$ cat src/rtl/ssd_scan_controller_if.sv
// Load port of the seven-segment scan controller.
// A value transfers on a rising clk edge where load_valid and load_ready are
// both high. The master keeps load_value/load_dp stable while load_valid is
// high. An offer made while load_ready is low is simply not taken; it is not
// remembered.
//   load_valid  master -> slave  new value offered
//   load_ready  slave  -> master slave can accept a value
//   load_value  master -> slave  packed nibbles, [3:0] = digit 0 (rightmost)
//   load_dp     master -> slave  decimal-point enables, bit i = digit i
interface ssd_scan_controller_if #(
   parameter int NUM_DIGITS = 4
);
   logic                      load_valid;
   logic                      load_ready;
   logic [4*NUM_DIGITS-1:0]   load_value;
   logic [NUM_DIGITS-1:0]     load_dp;

   modport master (
      output load_valid,
      output load_value,
      output load_dp,
      input  load_ready
   );

   modport slave (
      input  load_valid,
      input  load_value,
      input  load_dp,
      output load_ready
   );
endinterface

$ cat src/rtl/ssd_scan_controller.sv
// Time-multiplexed scan driver for an N-digit common-anode seven-segment
// display. One anode is active per refresh slot. Loaded values wait in a
// pending register and are copied to the display register only at a frame
// boundary (or straight away while idle), so a frame never mixes old and new.
// Ports:
//   clk, rst_n  clock (rising edge), synchronous active-low reset
//   en          1 = scan, 0 = all anodes off
//   load        slave side of the valid/ready load port
//   digit       nibble for the current slot, to the hex-to-cathode decoder
//   anode       active-low anode enables, at most one low
//   dp_n        active-low decimal point
//   blank       1 = no digit driven this cycle
//   scan_tick   one-cycle pulse in the last cycle of each slot
//   dbg_state   current FSM state (0 = IDLE, 1 = SCAN)
module ssd_scan_controller #(
   parameter int NUM_DIGITS  = 4,
   parameter int REFRESH_DIV = 100000,
   parameter int BLANK_LZ    = 1
) (
   input  logic                   clk,
   input  logic                   rst_n,
   input  logic                   en,
   ssd_scan_controller_if.slave   load,
   output logic [3:0]             digit,
   output logic [NUM_DIGITS-1:0]  anode,
   output logic                   dp_n,
   output logic                   blank,
   output logic                   scan_tick,
   output logic                   dbg_state
);

   localparam int PW = (REFRESH_DIV > 1) ? $clog2(REFRESH_DIV) : 1;
   localparam int IW = (NUM_DIGITS > 1) ? $clog2(NUM_DIGITS) : 1;

   typedef enum logic {
      IDLE = 1'b0,
      SCAN = 1'b1
   } state_t;

   state_t                  state, state_nxt;
   logic [PW-1:0]           presc, presc_nxt;
   logic [IW-1:0]           index, index_nxt;
   logic [4*NUM_DIGITS-1:0] disp_value, pend_value;
   logic [NUM_DIGITS-1:0]   disp_dp, pend_dp;
   logic                    pend_flag;
   logic                    last_slot;
   logic                    transfer;
   logic                    apply;
   logic [NUM_DIGITS-1:0]   slot_blank_vec;
   logic                    zero_above;
   logic                    slot_blank;

   assign dbg_state       = state;
   assign load.load_ready = ~pend_flag;
   assign transfer        = load.load_valid & ~pend_flag;
   assign last_slot       = (index == IW'(NUM_DIGITS - 1));
   // In IDLE the pending value goes straight through; while scanning it waits
   // for the tick that closes the last slot of the frame.
   assign apply           = pend_flag & ((state == IDLE) | (scan_tick & last_slot));

   always_ff @(posedge clk) begin
      if (!rst_n) begin
         state <= IDLE;
         presc <= '0;
         index <= '0;
      end else begin
         state <= state_nxt;
         presc <= presc_nxt;
         index <= index_nxt;
      end
   end

   always_comb begin
      state_nxt = state;
      presc_nxt = presc;
      index_nxt = index;
      scan_tick = 1'b0;
      case (state)
         IDLE: begin
            presc_nxt = '0;
            index_nxt = '0;
            if (en) state_nxt = SCAN;
         end
         SCAN: begin
            if (presc == PW'(REFRESH_DIV - 1)) begin
               scan_tick = 1'b1;
               presc_nxt = '0;
               index_nxt = last_slot ? '0 : index + 1'b1;
            end else begin
               presc_nxt = presc + 1'b1;
            end
            // Leaving SCAN clears the counters so re-entry gets a full slot 0.
            if (!en) begin
               state_nxt = IDLE;
               presc_nxt = '0;
               index_nxt = '0;
            end
         end
         default: state_nxt = IDLE;
      endcase
   end

   // Pending / display registers. transfer needs pend_flag=0 and apply needs
   // pend_flag=1, so the two never coincide.
   always_ff @(posedge clk) begin
      if (!rst_n) begin
         pend_value <= '0;
         pend_dp    <= '0;
         pend_flag  <= 1'b0;
         disp_value <= '0;
         disp_dp    <= '0;
      end else if (apply) begin
         disp_value <= pend_value;
         disp_dp    <= pend_dp;
         pend_flag  <= 1'b0;
      end else if (transfer) begin
         pend_value <= load.load_value;
         pend_dp    <= load.load_dp;
         pend_flag  <= 1'b1;
      end
   end

   // Slot i is a leading zero when it and every more-significant nibble are 0.
   // Digit 0 always shows, so a value of 0 displays a single "0".
   always_comb begin
      zero_above     = 1'b1;
      slot_blank_vec = '0;
      for (int i = NUM_DIGITS - 1; i >= 0; i--) begin
         zero_above        = zero_above & (disp_value[4*i +: 4] == 4'd0);
         slot_blank_vec[i] = (BLANK_LZ != 0) && (i != 0) && zero_above;
      end
   end

   assign slot_blank = slot_blank_vec[index];

   always_ff @(posedge clk) begin
      if (!rst_n) begin
         digit <= 4'd0;
         anode <= '1;
         dp_n  <= 1'b1;
         blank <= 1'b1;
      end else begin
         digit <= disp_value[{index, 2'b00} +: 4];
         if (state == SCAN && !slot_blank) begin
            anode <= ~(NUM_DIGITS'(1) << index);
            dp_n  <= ~disp_dp[index];
            blank <= 1'b0;
         end else begin
            anode <= '1;
            dp_n  <= 1'b1;
            blank <= 1'b1;
         end
      end
   end

endmodule
$ cat src/flat_wrapper.sv
// flat-port wrapper written by rule: the top's interface ports become plain ports
module ssd_scan_controller_flat 
#(
   parameter int NUM_DIGITS  = 4,
   parameter int REFRESH_DIV = 100000,
   parameter int BLANK_LZ    = 1
)
  (clk, rst_n, en, digit, anode, dp_n, blank, scan_tick, dbg_state, load_load_valid, load_load_value, load_load_dp, load_load_ready);
  ssd_scan_controller_if #(.NUM_DIGITS(NUM_DIGITS)) load_i ();
  input  logic clk;
  input  logic rst_n;
  input  logic en;
  output logic [3:0] digit;
  output logic [NUM_DIGITS-1:0] anode;
  output logic dp_n;
  output logic blank;
  output logic scan_tick;
  output logic dbg_state;
  input wire logic [$bits(load_i.load_valid)-1:0] load_load_valid;
  input wire logic [$bits(load_i.load_value)-1:0] load_load_value;
  input wire logic [$bits(load_i.load_dp)-1:0] load_load_dp;
  output wire logic [$bits(load_i.load_ready)-1:0] load_load_ready;
  assign load_i.load_valid = load_load_valid;
  assign load_i.load_value = load_load_value;
  assign load_i.load_dp = load_load_dp;
  assign load_load_ready = load_i.load_ready;
  ssd_scan_controller #(.NUM_DIGITS(NUM_DIGITS), .REFRESH_DIV(REFRESH_DIV), .BLANK_LZ(BLANK_LZ)) u_core (.clk(clk), .rst_n(rst_n), .en(en), .load(load_i), .digit(digit), .anode(anode), .dp_n(dp_n), .blank(blank), .scan_tick(scan_tick), .dbg_state(dbg_state));
endmodule
$ cat config.mk
export PLATFORM = sky130hd
export DESIGN_NAME = ssd_scan_controller_flat
export DESIGN_NICKNAME = d
export VERILOG_FILES = /design/src/rtl/ssd_scan_controller_if.sv /design/src/rtl/ssd_scan_controller.sv /design/src/flat_wrapper.sv
export SDC_FILE = /design/constraint.sdc
export NUM_CORES = 1
export LEC_CHECK = 0
export ABC_AREA = 1
export ABC_CLOCK_PERIOD_IN_PS = 1600
export CORE_UTILIZATION = 49
export DETAILED_ROUTE_END_ITERATION = 8
export GPL_TIMING_DRIVEN = 0
export PLACE_DENSITY = 0.74
export SYNTH_ARGS = -nofsm -noshare
export SYNTH_HDL_FRONTEND = slang
export SYNTH_SLANG_ARGS = --single-unit
export TNS_END_PERCENT = 30
$ cat constraint.sdc
create_clock -name clk -period 1.6 [get_ports clk]
set_input_delay 0.16 -clock clk [delete_from_list [all_inputs] [get_ports clk]]
set_output_delay 0.16 -clock clk [all_outputs]
set_load 0.05 [all_outputs]
# Word-level counts from Yosys, hierarchy flattened

Cells that the tools add are included.

Bits in registers: 71
Bits in latches: 0
Memory bits (writable): 0
ROM bits: 0
Input port bits: 24
Output and inout port bits: 13
Memories: 0

$add $sub $neg: 2
Multipliers: 0
Div/mod/pow operators: 0
$lt $le $gt $ge: 1
Equality and inequality tests: 3
Shift operators: 2
Muxes and demuxes: 15
Bitwise logic cells: 12
Reduce and logical (&&, ||, !) cells: 8

Operators by type and width:

| kind                  | number |
|---|---|
| $mux 17               | 2 |
| $pmux 17 s2           | 1 |
| $add 17x1->17 const B | 1 |
| $eq 17x17->1 const B  | 1 |
| $shiftx 16x5->4       | 1 |
| $logic_not 4->1       | 3 |
| $mux 1                | 6 |
| $mux 2                | 3 |
| $and 1x1->1           | 5 |
| $not 1->1             | 5 |
| $bmux 1 s2            | 2 |
| $not 4->4             | 1 |
| $pmux 2 s2            | 1 |
| $reduce_and 2->1      | 2 |
| $shl 1x2->4 const A   | 1 |
| $lt 2x3->1 const B    | 1 |
| $ne 3x3->1 const B    | 1 |
| $add 2x1->2 const B   | 1 |
| $eq 2x2->1 const B    | 1 |
| $reduce_or 2->1       | 1 |
| $logic_and 1x1->1     | 1 |
| $logic_not 1->1       | 1 |
| $or 1x1->1            | 1 |

# Longest topological paths before layout

Word-level depth: 8
Gate-level depth with buffers: 11
Gate-level depth less buffers: 10

# Worst setup path after synthesis

OpenSTA, ideal clock, no wires.

Path kind: reg-to-reg
Start point: register u_core.presc[0]
End point: register u_core.index[0]
Data arrival time: 1.849 ns
Data required time: 1.526 ns
Path slack: -0.323 ns
Stages on the path, launching flop included: 10
Period minus slack after synthesis: 1.923 ns
Cell sequence: dfxtp_1 > ha_1 > nand2_1 > nor2_4 > nand2_1 > nor2_1 > nand3_1 > nor2_1 > nand2_1 > o21ai_0

Word-level cells in the longest chain between the ends: 2

Ends and longest elaborated chain:

| what                     | RTL line                  | source |
|---|---|---|
| start: declaration       | ssd_scan_controller.sv:41 | `logic [PW-1:0] presc, presc_nxt;` |
| start signal: assignment | ssd_scan_controller.sv:68 | `presc <= presc_nxt;` |
| $eq 17x17->1             | ssd_scan_controller.sv:85 | `if (presc == PW'(REFRESH_DIV - 1)) begin` |
| $ne 3x3->1 (no line)     | -                         |  |
| end signal: assignment   | ssd_scan_controller.sv:69 | `index <= index_nxt;` |
| end: declaration         | ssd_scan_controller.sv:42 | `logic [IW-1:0] index, index_nxt;` |

No other way between the ends.
A chain may end at the register's enable or synchronous reset.

# Worst setup path in the final report

Start point: register u_core.presc[1]
End point: output scan_tick

Word-level cells in the longest chain between the ends: 3

Ends and longest elaborated chain:

| what             | RTL line                  | source |
|---|---|---|
| $eq 17x17->1     | ssd_scan_controller.sv:85 |  |
| $mux 1           | ssd_scan_controller.sv:85 |  |
| $mux 1           | ssd_scan_controller.sv:78 | `case (state)` |
| end: declaration | flat_wrapper.sv:17        | `output logic scan_tick;` |

No other way between the ends.

==> parameters.txt <==
Parameter                              Value

Global route
  Initial antenna violation count    0
  Vias in the first global route    ~2400
  Largest net degree at the start of global routing    13
  GRT Residual Overflow    0
  Global router's overall resource usage    0.214
  First-pass GRT wire length    about 11000 um

Setup path
  Data arrival time of the critical path    1.63 ns
  Kind of cell adding the most delay to the critical path    simple AND/OR/NAND/NOR gates
  Worst EP required    around 1.4 ns
  Maximum single-stage delay on the critical path    0.35 ns
  Crit path buffers/inverters    1
  Worst setup EP type    output port
  Crit path max fanout    2
  CP most frequent cell    sky130_fd_sc_hd__nor2_4
  Critical path, cell by cell    ha_4 -> nand2_4 -> nor2_4 -> nand2_2 -> nor2_4 -> nand3_2 -> nor2_4 -> buf_6
  Type of element launching the critical path    register
  Worst Path Class, Setup    reg -> out
  Cell type of the slowest stage on the worst timing path    sky130_fd_sc_hd__dfxtp_2

Yosys
  Cell taking the most area after synthesis    sky130_fd_sc_hd__dfxtp_1
  Count of synthesis-stage warnings from yosys    0
  Library cells used by synthesis    32
  Number of flip-flops and latches in the synthesized netlist    71
  Synthesized area per cell    approximately 7.5 um^2
  Synthesized instance count    404
  Most frequent cells after synthesis    71 x sky130_fd_sc_hd__dfxtp_1, 57 x sky130_fd_sc_hd__nor2_1, 51 x sky130_fd_sc_hd__a21oi_1
  Number of enable flip-flop cells after synthesis    0
  Most used DFF post-synth    sky130_fd_sc_hd__dfxtp_1
  Largest cells by area after synthesis    sky130_fd_sc_hd__dfxtp_1 47%, sky130_fd_sc_hd__a21oi_1 8.4%, sky130_fd_sc_hd__nor2_1 7.1%
  Sequential fraction of the synthesis area    0.470
  Mapped Nets    about 430
  Leading cell type by number of instances after synthesis    sky130_fd_sc_hd__dfxtp_1
  Area share of the largest cell type after synthesis    0.470
  Async SR Flop Fraction    0
  Netlist area before placement    around 3000 um^2

Clock tree
  Number of buffers created by CTS    9
  Buffer levels on the longest clock path    2
  H-Tree Level Count    3
  TritonCTS clock tree    built
  Latest clock arrival within the worst-skew pair    0.35 ns
  CTS clk-pin slew, worst paths    0.07 ns
  Cell at the root of the clock tree    sky130_fd_sc_hd__clkbuf_8
  Clock net sink count    71

Power
  Worst ir drop on vdd    about 0.63 mV
  Total power per unit cell area    about 1100 nW/um^2
  Sum of internal, switching and leakage power    between 0.004 and 0.005 W
  Static leakage power    between 1.5 and 2 nW

Final layout
  Area added between synthesis and finish    29.8%
  Fraction of layout instances using a drive strength above 1    0.137
  Filler Cell Count    roughly 540
  Total number of nets in the final design    roughly 490
  ANT cells    0
  Final non-filler cell area    between 3000 and 4000 um^2

Floorplan
  Count of standard-cell rows    28
  Die Ht    just over 80 um
  Die Wd    roughly 80 um
  Floorplan die area    between 6000 and 7000 um^2
  Number of top-level pins    37
  Area inside the core boundary    just under 6000 um^2
  Initial Utilization    0.508

Placement
  DP HPWL    around 4600 um
  Routability congestion estimate from global placement    between 0.9 and 1
  Placement-stage cell area    between 3000 and 4000 um^2
  Buffers added on ports    35

Timing
  Max-slew violation count    0
  Crit share post-route    1.12
  Fin crit period    1.79 ns
  Slew @ Worst Pin    a little under 0.5 ns
  Max-slew headroom    0.674
  Final setup skew    between 0.008 and 0.009 ns
  Hold Violations, Final    0
  Worst-case setup margin in the final layout    -0.188 ns
  Highest achievable clock rate    about 0.56 GHz
  RSZ-0062 raised after global routing    yes
  Count of endpoints failing setup in the final report    23

Drt
  Number of nets still failing antenna checks after routing    0
  Total iterations of the first detailed-routing run    5
  Total number of vias    between 2000 and 3000
  Routed Wire Length    about 6600 um
  Initial drt markers    about 200
  Average wire length per cell after detail routing    12.2 um
  # DRC    0
  Drt via density    just over 5

Status
  Violations in the final reports    setup timing
  Outcome    complete, but fails checks

Hold path
  Hold Path Class    in -> reg

Job
  Max-cap viol count    0
[logic make-up (layout without fill, tap and decap cells)]
| group | count (synthesis) | after routing | share of synthesized area |
|---|---|---|---|
| AND/OR/NAND/NOR | 169 | 169 | 0.249 |
| AO/OA/AOI/OAI | 91 | 91 | 0.155 |
| flip-flops | 71 | 71 | 0.470 |
| buffers and inverters | 63 | 126 | 0.0918 |
| adder cells (fa/ha/maj) | 5 | 5 | 0.0207 |
| XOR/XNOR | 5 | 5 | 0.0145 |
[placed cells by master, fill, tap and decap left out, types with 5 or more instances in the layout]
master	instances
sky130_fd_sc_hd__clkbuf_1	11
sky130_fd_sc_hd__nor3_1	12
sky130_fd_sc_hd__o21ai_0	34
sky130_fd_sc_hd__nand2_1	46
sky130_fd_sc_hd__nand3_1	25
sky130_fd_sc_hd__nand2_2	6
sky130_fd_sc_hd__dfxtp_1	69
sky130_fd_sc_hd__clkdlybuf4s50_1	22
sky130_fd_sc_hd__inv_1	38
sky130_fd_sc_hd__nand4_1	6
sky130_fd_sc_hd__a21oi_1	51
sky130_fd_sc_hd__dlygate4sd2_1	12
sky130_fd_sc_hd__clkbuf_8	9
sky130_fd_sc_hd__nand3_2	5
sky130_fd_sc_hd__buf_4	8
sky130_fd_sc_hd__nor2_1	55
sky130_fd_sc_hd__buf_6	8
[path summary, 6_finish.rpt]
path	to	cells past startpoint	start	slack, ns
max	scan_tick	8	u_core.presc[1]$_SDFF_PP0_	-0.19
min reg2reg	u_core.pend_value[10]$_SDFFE_PN0P_	2	u_core.pend_value[10]$_SDFFE_PN0P_	0.46
min	u_core.blank$_SDFF_PN1_	2	rst_n	0.25
max reg2reg	u_core.disp_value[12]$_SDFFE_PN0P_	13	u_core.presc[1]$_SDFF_PP0_	-0.13
[sequential cells by signal (all words and copies together), names as in the netlist]
name	count
u_core.anode	4
u_core.blank	1
u_core.dbg_state	1
u_core.digit	4
u_core.disp_dp	4
u_core.disp_value	16
u_core.dp_n	1
u_core.index	2
u_core.pend_dp	4
u_core.pend_flag	1
u_core.pend_value	16
u_core.presc	17
[power by group]
| part | switching [W] | total [W] | internal (W) |
|---|---|---|---|
| Combinational | 0.000248 | 0.000430 | 0.000182 |
| Sequential | 0.0000454 | 0.00191 | 0.00186 |
| Clock | 0.000665 | 0.00186 | 0.00119 |
| Total | 0.000959 | 0.00419 | 0.00323 |
[timing repair]
item,4_1_cts,5_1_grt
hold buffers,0,0
endpoints found under the setup margin,51,40
endpoints found under the hold margin,0,0
cloned,1,2
resized for setup,29,16
pin swaps,1,6
setup buffers,3,6
[through the flow]
step,hold WS [ns],setup TNS [ns],utilization,cells,setup slack [ns]
after floorplan,0.289,0,-,404,0.0590
after global placement,0.428,-3.20,0.584,514,-0.679
after detailed placement,0.437,-3.74,0.584,514,-0.678
after CTS,0.234,-0.219,0.636,534,-0.205
after global routing,0.292,-5.14,0.659,542,-0.272
final,0.252,-2.29,0.659,542,-0.188
[layout make-up]
cell class / count / area (um^2) / area share
Sequential cell: 71 / 1420 / 0.363
Multi-Input combinational cell: 270 / 1410 / 0.359
Clock buffer: 10 / 128 / 0.0325
Tap cell: 75 / 93.8 / 0.0239
Inverter: 42 / 161 / 0.0411
Buffer: 21 / 124 / 0.0315
Timing Repair Buffer: 47 / 455 / 0.116
Clock inverter: 6 / 133 / 0.0338
[routing by layer]
layer  GRT usage  up-vias  part of all wire
li1            -     1436                 -
met1       0.274     1233              0.48
met2       0.342       80              0.46
met3      0.0409       13             0.044
met4       0.109        0             0.017
met5           0        -                 0
No activity file was read; power rests on OpenSTA's default activity.
